<file path="src/rtl/hazard_pkg.sv">
// Shared types and constants for the pipeline hazard/stall controller.
package hazard_pkg;

  localparam int STATE_W         = 2;
  localparam int REG_W           = 5;
  localparam int DEF_MEM_TIMEOUT = 16;

  typedef enum logic [STATE_W-1:0] {
    ST_IDLE     = 2'd0,
    ST_RUN      = 2'd1,
    ST_MEM_WAIT = 2'd2,
    ST_ERROR    = 2'd3
  } state_e;

  // Wait-counter width able to hold 0..tmo; never narrower than one bit.
  function automatic int wait_cnt_w(input int tmo);
    return (tmo < 2) ? 1 : $clog2(tmo + 1);
  endfunction

endpackage

</file>
<file path="src/rtl/hazard_mem_fsm.sv">
// Data-memory handshake FSM: state register, MEM_WAIT counter and sticky timeout error.
module hazard_mem_fsm
  import hazard_pkg::*;
#(
  parameter int MEM_TIMEOUT = DEF_MEM_TIMEOUT
) (
  input  logic   i_clk,
  input  logic   i_rst_n,
  input  logic   i_start,
  input  logic   i_mem_acc,
  input  logic   i_ack,
  output state_e o_state,
  output logic   o_err
);

  localparam int             WCW = wait_cnt_w(MEM_TIMEOUT);
  localparam logic [WCW-1:0] TMO = WCW'(MEM_TIMEOUT);

  state_e         r_state;
  logic [WCW-1:0] r_wcnt;
  logic           r_err;

  always_ff @(posedge i_clk or negedge i_rst_n) begin
    if (!i_rst_n) begin
      r_state <= ST_IDLE;
      r_wcnt  <= '0;
      r_err   <= 1'b0;
    end else begin
      case (r_state)
        ST_IDLE: begin
          if (i_start) r_state <= ST_RUN;
        end
        ST_RUN: begin
          // A same-cycle ack is a zero-wait access and never leaves RUN.
          if (i_mem_acc && !i_ack) begin
            r_state <= ST_MEM_WAIT;
            r_wcnt  <= WCW'(1);
          end
        end
        ST_MEM_WAIT: begin
          // A request vanishing mid-wait is treated as completion.
          if (i_ack || !i_mem_acc) begin
            r_state <= ST_RUN;
            r_wcnt  <= '0;
          end else if (r_wcnt == TMO) begin
            r_state <= ST_ERROR;
            r_err   <= 1'b1;
          end else begin
            r_wcnt  <= r_wcnt + WCW'(1);
          end
        end
        default: begin
          r_state <= ST_ERROR;
          r_err   <= 1'b1;
        end
      endcase
    end
  end

  assign o_state = r_state;
  assign o_err   = r_err;

endmodule

</file>
<file path="src/rtl/hazard_stall_ctrl.sv">
// Stall/flush sequencer for the 5-stage pipeline: load-use bubbles, branch flush, memory freeze.
// Optional performance counters are built when HAZARD_PERF_CNT_EN is defined.
module hazard_stall_ctrl
  import hazard_pkg::*;
#(
  parameter int MEM_TIMEOUT = DEF_MEM_TIMEOUT,
  parameter int CNT_W       = 32
) (
  input  logic             clk_i,
  input  logic             rst_i,
  input  logic             start_i,
  input  logic [REG_W-1:0] ID_rs1_i,
  input  logic [REG_W-1:0] ID_rs2_i,
  input  logic             ID_Branch_i,
  input  logic             ID_eq_i,
  input  logic [REG_W-1:0] EX_rd_i,
  input  logic             EX_MemRead_i,
  input  logic             MEM_MemRead_i,
  input  logic             MEM_MemWrite_i,
  input  logic             dmem_ack_i,
  output logic             dmem_req_o,
  output logic             PCWrite_o,
  output logic             IFIDWrite_o,
  output logic             NoOp_o,
  output logic             Flush_o,
  output logic             stall_o,
  output logic             err_o,
  output logic [CNT_W-1:0] load_use_cnt_o,
  output logic [CNT_W-1:0] flush_cnt_o,
  output logic [CNT_W-1:0] mem_stall_cnt_o
);

  state_e w_state;
  logic   w_mem_acc, w_lu, w_br, w_active, w_freeze;

  assign w_mem_acc = MEM_MemRead_i | MEM_MemWrite_i;
  // rs2 is compared even for I-type: a spurious bubble is harmless, a missed one is not.
  assign w_lu      = EX_MemRead_i && (EX_rd_i != '0) &&
                     ((EX_rd_i == ID_rs1_i) || (EX_rd_i == ID_rs2_i));
  assign w_br      = ID_Branch_i & ID_eq_i;
  assign w_active  = (w_state == ST_RUN) || (w_state == ST_MEM_WAIT);
  assign w_freeze  = w_active & w_mem_acc & ~dmem_ack_i;

  hazard_mem_fsm #(
    .MEM_TIMEOUT (MEM_TIMEOUT)
  ) u_mem_fsm (
    .i_clk     (clk_i),
    .i_rst_n   (rst_i),
    .i_start   (start_i),
    .i_mem_acc (w_mem_acc),
    .i_ack     (dmem_ack_i),
    .o_state   (w_state),
    .o_err     (err_o)
  );

  always_comb begin
    PCWrite_o   = 1'b1;
    IFIDWrite_o = 1'b1;
    NoOp_o      = 1'b0;
    Flush_o     = 1'b0;
    stall_o     = 1'b0;
    dmem_req_o  = w_active & w_mem_acc;
    if (!w_active) begin
      PCWrite_o   = 1'b0;
      IFIDWrite_o = 1'b0;
      NoOp_o      = 1'b1;
      stall_o     = 1'b1;
    end else if (w_freeze) begin
      // Freeze keeps the ID instruction intact, so no NoOp here.
      PCWrite_o   = 1'b0;
      IFIDWrite_o = 1'b0;
      stall_o     = 1'b1;
    end else if (w_lu) begin
      // A concurrent branch is dropped; it re-resolves next cycle with forwarded data.
      PCWrite_o   = 1'b0;
      IFIDWrite_o = 1'b0;
      NoOp_o      = 1'b1;
    end else if (w_br) begin
      Flush_o     = 1'b1;
    end
  end

`ifdef HAZARD_PERF_CNT_EN
  logic             w_lu_bubble;
  logic [CNT_W-1:0] r_lu_cnt, r_flush_cnt, r_mstall_cnt;

  assign w_lu_bubble = w_active & ~w_freeze & w_lu;

  always_ff @(posedge clk_i or negedge rst_i) begin
    if (!rst_i) begin
      r_lu_cnt     <= '0;
      r_flush_cnt  <= '0;
      r_mstall_cnt <= '0;
    end else begin
      if (w_lu_bubble && (r_lu_cnt != '1))     r_lu_cnt     <= r_lu_cnt + CNT_W'(1);
      if (Flush_o && (r_flush_cnt != '1))      r_flush_cnt  <= r_flush_cnt + CNT_W'(1);
      if (w_freeze && (r_mstall_cnt != '1))    r_mstall_cnt <= r_mstall_cnt + CNT_W'(1);
    end
  end

  assign load_use_cnt_o  = r_lu_cnt;
  assign flush_cnt_o     = r_flush_cnt;
  assign mem_stall_cnt_o = r_mstall_cnt;
`else
  assign load_use_cnt_o  = '0;
  assign flush_cnt_o     = '0;
  assign mem_stall_cnt_o = '0;
`endif

endmodule

</file>
<file path="config.mk">
export PLATFORM = sky130hd
export DESIGN_NAME = hazard_stall_ctrl
export DESIGN_NICKNAME = d
export VERILOG_FILES = /design/src/rtl/hazard_pkg.sv /design/src/rtl/hazard_mem_fsm.sv /design/src/rtl/hazard_stall_ctrl.sv
export SDC_FILE = /design/constraint.sdc
export NUM_CORES = 1
export LEC_CHECK = 0
export ABC_CLOCK_PERIOD_IN_PS = 3100
export CAP_MARGIN = 0
export CORE_MARGIN = 2
export CORE_UTILIZATION = 32
export CTS_CLUSTER_SIZE = 28
export DETAILED_ROUTE_END_ITERATION = 8
export HOLD_SLACK_MARGIN = 0.06
export MAX_ROUTING_LAYER = met4
export PLACE_DENSITY = 0.82
export SLEW_MARGIN = 25
export SYNTH_ARGS = -nofsm -noshare
export SYNTH_HDL_FRONTEND = slang
export SYNTH_SLANG_ARGS = --single-unit
</file>
<file path="constraint.sdc">
create_clock -name clk_i -period 3.1 [get_ports clk_i]
set_input_delay 0.93 -clock clk_i [delete_from_list [all_inputs] [get_ports clk_i]]
set_output_delay 0.93 -clock clk_i [all_outputs]
set_load 0.05 [all_outputs]
</file>
==> results of run 1 <==
[worst max-delay path: cells and delay by family]
family                 cells  cell delay [ps]
and+or+nand+nor            1              530
buffers and inverters      2              250
AOI/OAI and AO/OA          2              480
[per-stage QoR]
| step | power, uW | utilization, % | instances | TNS (ps) | instance area (sq um) |
|---|---|---|---|---|---|
| 4_1_cts | 1220 | 36.32 | 268 | -64.59 | 1582 |
| 5_1_grt | 1304 | 37.27 | 269 | -107.9 | 1623 |
| 6_report | 1233 | 37.27 | 269 | -43.09 | 1623 |
| 3_5_place_dp | 1082 | 35.40 | 264 | -1418 | 1541 |
| 2_1_floorplan | 917.0 | - | 272 | -170.0 | 1814 |
| 3_3_place_gp | 1065 | 35.40 | 264 | -1313 | 1541 |
[power breakdown]
group          total (uW)  leakage [uW]  internal, uW  switching (uW)
clock                 125     0.0000216          84.1            40.6
sequential            157     0.0000973           130            27.5
combinational         952      0.000719           296             656
total                1230      0.000837           509             724
[cell usage after synthesis, types with 3 or more instances]
cell     instances  area share [%]
dfrtp_1          8              14
inv_1            7             1.8
nor2_1           5             1.3
o22ai_1          3             1.3
a21oi_1          5             1.7
o21ai_0          4             1.4
nand2_1          3            0.78
ha_1             7             6.1
nand3_1          4             1.4
buf_4           97              50
xnor2_1         10             6.1
[worst max-delay path by stage]
| stage | start | slack [ps] | to |
|---|---|---|---|
| finish | EX_rd_i[2] | -20 | NoOp_o |
| global route | EX_rd_i[3] | -60 | NoOp_o |
| CTS | EX_rd_i[3] | -20 | IFIDWrite_o |
| detailed placement | EX_rd_i[2] | -370 | NoOp_o |
| global placement | EX_rd_i[2] | -340 | IFIDWrite_o |
| floorplan | MEM_MemWrite_i | -170 | PCWrite_o |
[logic make-up after synthesis]
| family | synth area share (%) |
|---|---|
| AO/OA/AOI/OAI | 11.19 |
| XOR/XNOR | 6.071 |
| adder cells (fa/ha/maj) | 6.071 |
| buffers and inverters | 52.65 |
| flip-flops | 13.88 |
| multiplexers | 1.388 |
| other | 0.2599 |
| AND/OR/NAND/NOR | 8.500 |
[what timing repair did]
| item | CTS | global route |
|---|---|---|
| buffers inserted | 1 | 1 |
| pin swaps | 12 | 7 |
| resized for setup | 31 | 7 |
| setup endpoints to repair | 4 | 5 |
| hold buffers | 0 | 0 |
[sequential cells by signal, summed over array words and instances, names as in the netlist]
register           cells
u_mem_fsm.o_state      2
u_mem_fsm.r_wcnt       5
u_mem_fsm.o_err        1
[per-layer routing]
metal | vias to the layer above | track usage [%] | wire (microns)
li1 | 470 | - | -
met1 | 430 | 9.965 | 906
met5 | - | - | 0
met4 | 0 | 3.774 | 34
met2 | 65 | 16.46 | 1521
met3 | 4 | 1.852 | 181
[final cells by class]
type | instances | area share [%]
well taps | 52 | 4.009
repair buffers | 40 | 24.67
flip-flops and latches | 8 | 12.34
inverters | 7 | 1.619
clock buffers | 3 | 2.544
multi-input cells | 159 | 54.82
==> results.yml, run 1 <==
critical_path:
  critPathRequiredTime_ps: 2170
  worstSetupStartpointType: "input pin"
  r2r_setup_slack_ps: 1360
  r2r_end: "u_mem_fsm.r_wcnt[2]$_DFFE_PN0P_"
  crit_arrival_ps: 2190
  critPathSlowestCell: "or4_4"
  critPathKind: "input pin to output pin"
  cp_slowest_stage_delay_ps: 530
  critPathCaptureType: "output pin"
  crit_fanout: 3
  r2r_cells: 6
  crit_top_cell: "buf_6"
  r2r_start: "u_mem_fsm.o_state[0]$_DFFE_PN0P_"
  path_cells: "buf_6 -> or4_4 -> o21a_4 -> a31o_1 -> buf_6"
placement:
  gp_congestion: 0.8990
  place_ws_ps: -371.2
  portBuffers: 30
  place_hpwl_microns: 2224
yosys:
  yosysSeqAreaShare_pct: 13.88
  synth.avg_cell_area_sq_um: 8.150
  synthArstFlopShare_pct: 100.0
  syn_inst: 177
  ys.flop_type: "dfrtp_1"
  yosysWarnings: 0
  synth_edf_count: 0
  syn-cell-area_sq_mm: 0.001443
  yosys.cell_types.count: 32
  synth_seq_cells: 8
clocking:
  clk_pin_slew_ps: 40
  cts_tree: "yes"
  clk_latency_ps: 220
  h-tree-depth: 1
  cts_buffers: 3
  clk_path_buf_depth: 2
  clockRootBuffer: "clkbuf_8"
  cts_sinks: 8
floorplanning:
  start_util_pct: 33.13
  dieWidth_microns: 71.15
  die_area_sq_mm: 0.005062
  num_rows: 24
  core-area_sq_mm: 0.004354
  die_h_microns: 71.15
  boundaryPins: 127
sta:
  timing.final.crit_share_pct: 100.8
  slew_violations: 0
  relSlewSlack_pct: 66.86
  setup_ws_ps: -23.86
  rsz0062_at_grt: "yes"
  worst_hold_slack_ps: 464.8
  tightest_slew_ps: 495.6
  setup_violations: 3
  layout_min_cycle_time_ps: 3124
  skew_ps: 0.9765
  hold_violations: 0
  fmax_mhz: 320.1
job:
  cap_violations: 0
final_layout:
  fillerInstances: 443
  drive_above_1_share_pct: 15.21
  nets: 250
  syn2layout_area_growth_pct: 12.49
  layout_commonest_cell: "conb_1"
  final_cell_mix: "96 x conb_1, 10 x xnor2_1, 10 x dlygate4sd2_1, 10 x buf_4, 9 x clkdlybuf4s50_1"
  multi_input_area_sq_um: 889.6
  seq_area_sq_um: 200.2
  diodes: 0
pwr:
  p_leak_uw: 0.0008374
  ir_drop_v: 0.0004100
  p_per_area_mw_per_mm2: 760.0
global_route:
  grt_pass1_wl_microns: 3663
  overflow: 0
  grt_use_total_pct: 9.259
  antenna_found_initial: 0
  grt_pass1_vias: 801
  grt_max_degree: 10
drt:
  ant_nets: 0
  vias_per_cell: 3.602
  wl_microns: 2643
  drc: 0
  drt-initial-drc-count: 17
  vias: 969
  wl_per_cell_microns: 9.825
  firstDrtPassIters: 4
run_status:
  violations: "negative setup slack"
  outcome: "complete, but fails checks"
worst_hold_path:
  worstHoldStart: "u_mem_fsm.o_err$_DFFE_PN0P_"
  hold_end: "u_mem_fsm.o_err$_DFFE_PN0P_"
  hold_path.class: "flop to flop"
  min_path_cells: 1
(Power assumes the default switching activity.)
==> run 2, diff against run 1 <==
--- a/config.mk
+++ b/config.mk
@@ -8,12 +8,13 @@
 export ABC_CLOCK_PERIOD_IN_PS = 3100
 export CAP_MARGIN = 0
 export CORE_MARGIN = 2
-export CORE_UTILIZATION = 32
+export CORE_UTILIZATION = 33
+export CTS_BUF_LIST = sky130_fd_sc_hd__clkbuf_8
 export CTS_CLUSTER_SIZE = 28
 export DETAILED_ROUTE_END_ITERATION = 8
 export HOLD_SLACK_MARGIN = 0.06
 export MAX_ROUTING_LAYER = met4
-export PLACE_DENSITY = 0.82
+export PLACE_DENSITY = 0.84
 export SLEW_MARGIN = 25
 export SYNTH_ARGS = -nofsm -noshare
 export SYNTH_HDL_FRONTEND = slang
==> results.yml, run 2 (synthesis gave the netlist of run 1 again) <==
clocking:
  hold_buffers: 0
  clockRootBuffer: "clkbuf_8"
  clk_pin_slew_ps: 40
  cts_tree: "yes"
  clk_path_buf_depth: 2
  clk_latency_ps: 230
  cts_buffers: 3
  cts_sinks: 8
  h-tree-depth: 1
sta:
  rsz0062_at_grt: "yes"
  setup_violations: 0
  slew_violations: 0
  finalSetupTns_ps: 0
  hold_violations: 0
  skew_ps: 0.3337
  layout_min_cycle_time_ps: 3098
  timing.final.crit_share_pct: 99.94
  tightest_slew_ps: 501.7
  relSlewSlack_pct: 66.45
  fmax_mhz: 322.8
  setup_ws_ps: 1.784
final_layout:
  fillerInstances: 456
  layout_commonest_cell: "conb_1"
  drive_above_1_share_pct: 15.60
  syn2layout_area_growth_pct: 13.79
  final_cell_mix: "96 x conb_1, 10 x xnor2_1, 10 x buf_4"
  diodes: 0
  design_area_sq_mm: 0.001642
  top_register: "u_mem_fsm.r_wcnt"
  largest_reg_flops: 5
  fin_cells: 270
  nets: 251
  fin_util_pct: 38.23
placement:
  gp_congestion: 0.7501
  place_hpwl_microns: 2261
  post_dp_cell_area_sq_mm: 0.001569
  place_ws_ps: -408.4
  portBuffers: 30
  placed_cells: 266
critical_path:
  r2r_start: "u_mem_fsm.o_state[0]$_DFFE_PN0P_"
  crit_fanout: 3
  critPathRequiredTime_ps: 2170
  critPathCaptureType: "output pin"
  worstSetupStartpointType: "input pin"
  critPathKind: "input pin to output pin"
  startpoint: "EX_rd_i[2]"
  crit_arrival_ps: 2170
global_route:
  grt_pass1_vias: 885
  overflow: 0
  antenna_found_initial: 0
  grt_pass1_wl_microns: 3843
  grt_max_degree: 10
  grt_use_total_pct: 10.19
floorplanning:
  core-area_sq_mm: 0.004294
  dieWidth_microns: 70.12
  die_area_sq_mm: 0.004917
  boundaryPins: 127
  num_rows: 24
  die_h_microns: 70.12
  start_util_pct: 33.60
drt:
  wl_microns: 2614
  drt-initial-drc-count: 20
  vias_per_cell: 3.822
  firstDrtPassIters: 5
  drc: 0
  ant_nets: 0
  wl_per_cell_microns: 9.681
  vias: 1032
pwr:
  ir_drop_v: 0.0005898
  p_per_area_mw_per_mm2: 765.4
  p_leak_uw: 0.0008652
worst_hold_path:
  worstHoldStart: "u_mem_fsm.o_err$_DFFE_PN0P_"
  hold_path.class: "flop to flop"
run_status:
  outcome: "completed"
job:
  cap_violations: 0
-- run 2: final cells by class --
cell class / instances / area, sq um / area share [%]
clock buffer: 3 / 41.29 / 2.515
tap: 52 / 65.06 / 3.963
sequential: 8 / 200.2 / 12.20
inverter: 7 / 26.28 / 1.601
multi-input combinational: 159 / 882.1 / 53.73
timing repair buffer: 41 / 426.7 / 25.99
-- run 2: where the power goes --
part           switching [uW]  total, uW  internal (uW)  leakage, uW
logic                     658        974            316     0.000746
registers                25.9        155            130    0.0000973
clock network            42.6        127           84.2    0.0000216
total                     727       1260            530     0.000865
-- run 2: worst paths after layout --
check | endpoint | slack [ps] | depth (start not counted)
max reg2reg | u_mem_fsm.r_wcnt[2]$_DFFE_PN0P_ | 1310 | 6
min reg2reg | u_mem_fsm.o_err$_DFFE_PN0P_ | 460 | 1
min | u_mem_fsm.o_err$_DFFE_PN0P_ | 460 | 1
max | IFIDWrite_o | 2 | 5
min in group asynchronous | u_mem_fsm.r_wcnt[1]$_DFFE_PN0P_ | 980 | 1
max in group asynchronous | u_mem_fsm.o_err$_DFFE_PN0P_ | 1850 | 1
-- run 2: what timing repair did --
item / 4_1_cts / 5_1_grt
gates resized for setup: 31 / 6
setup buffers: 0 / 1
pin swaps: 15 / 9
endpoints found under the setup margin: 4 / 4
-- run 2: stage by stage --
stage | hold WS (ps) | total power [uW]
detailed placement | 448.9 | 1118
floorplan | 512.0 | 917.0
finish | 456.5 | 1256
CTS | 458.0 | 1258
global placement | 445.5 | 1091
global route | 494.7 | 1324
-- run 2: critical path: stages --
cell and delay (ps):
buf_6 90, or4_4 520, o21a_4 240, a21oi_4 220, buf_12 170
-- run 2: routing by layer --
layer / up-vias / wire [microns] / GRT usage (%)
li1: 471 / - / -
met1: 463 / 815 / 9.187
met2: 92 / 1442 / 19.58
met3: 6 / 301 / 2.742
met4: 0 / 55 / 4.701
met5: - / 0 / -
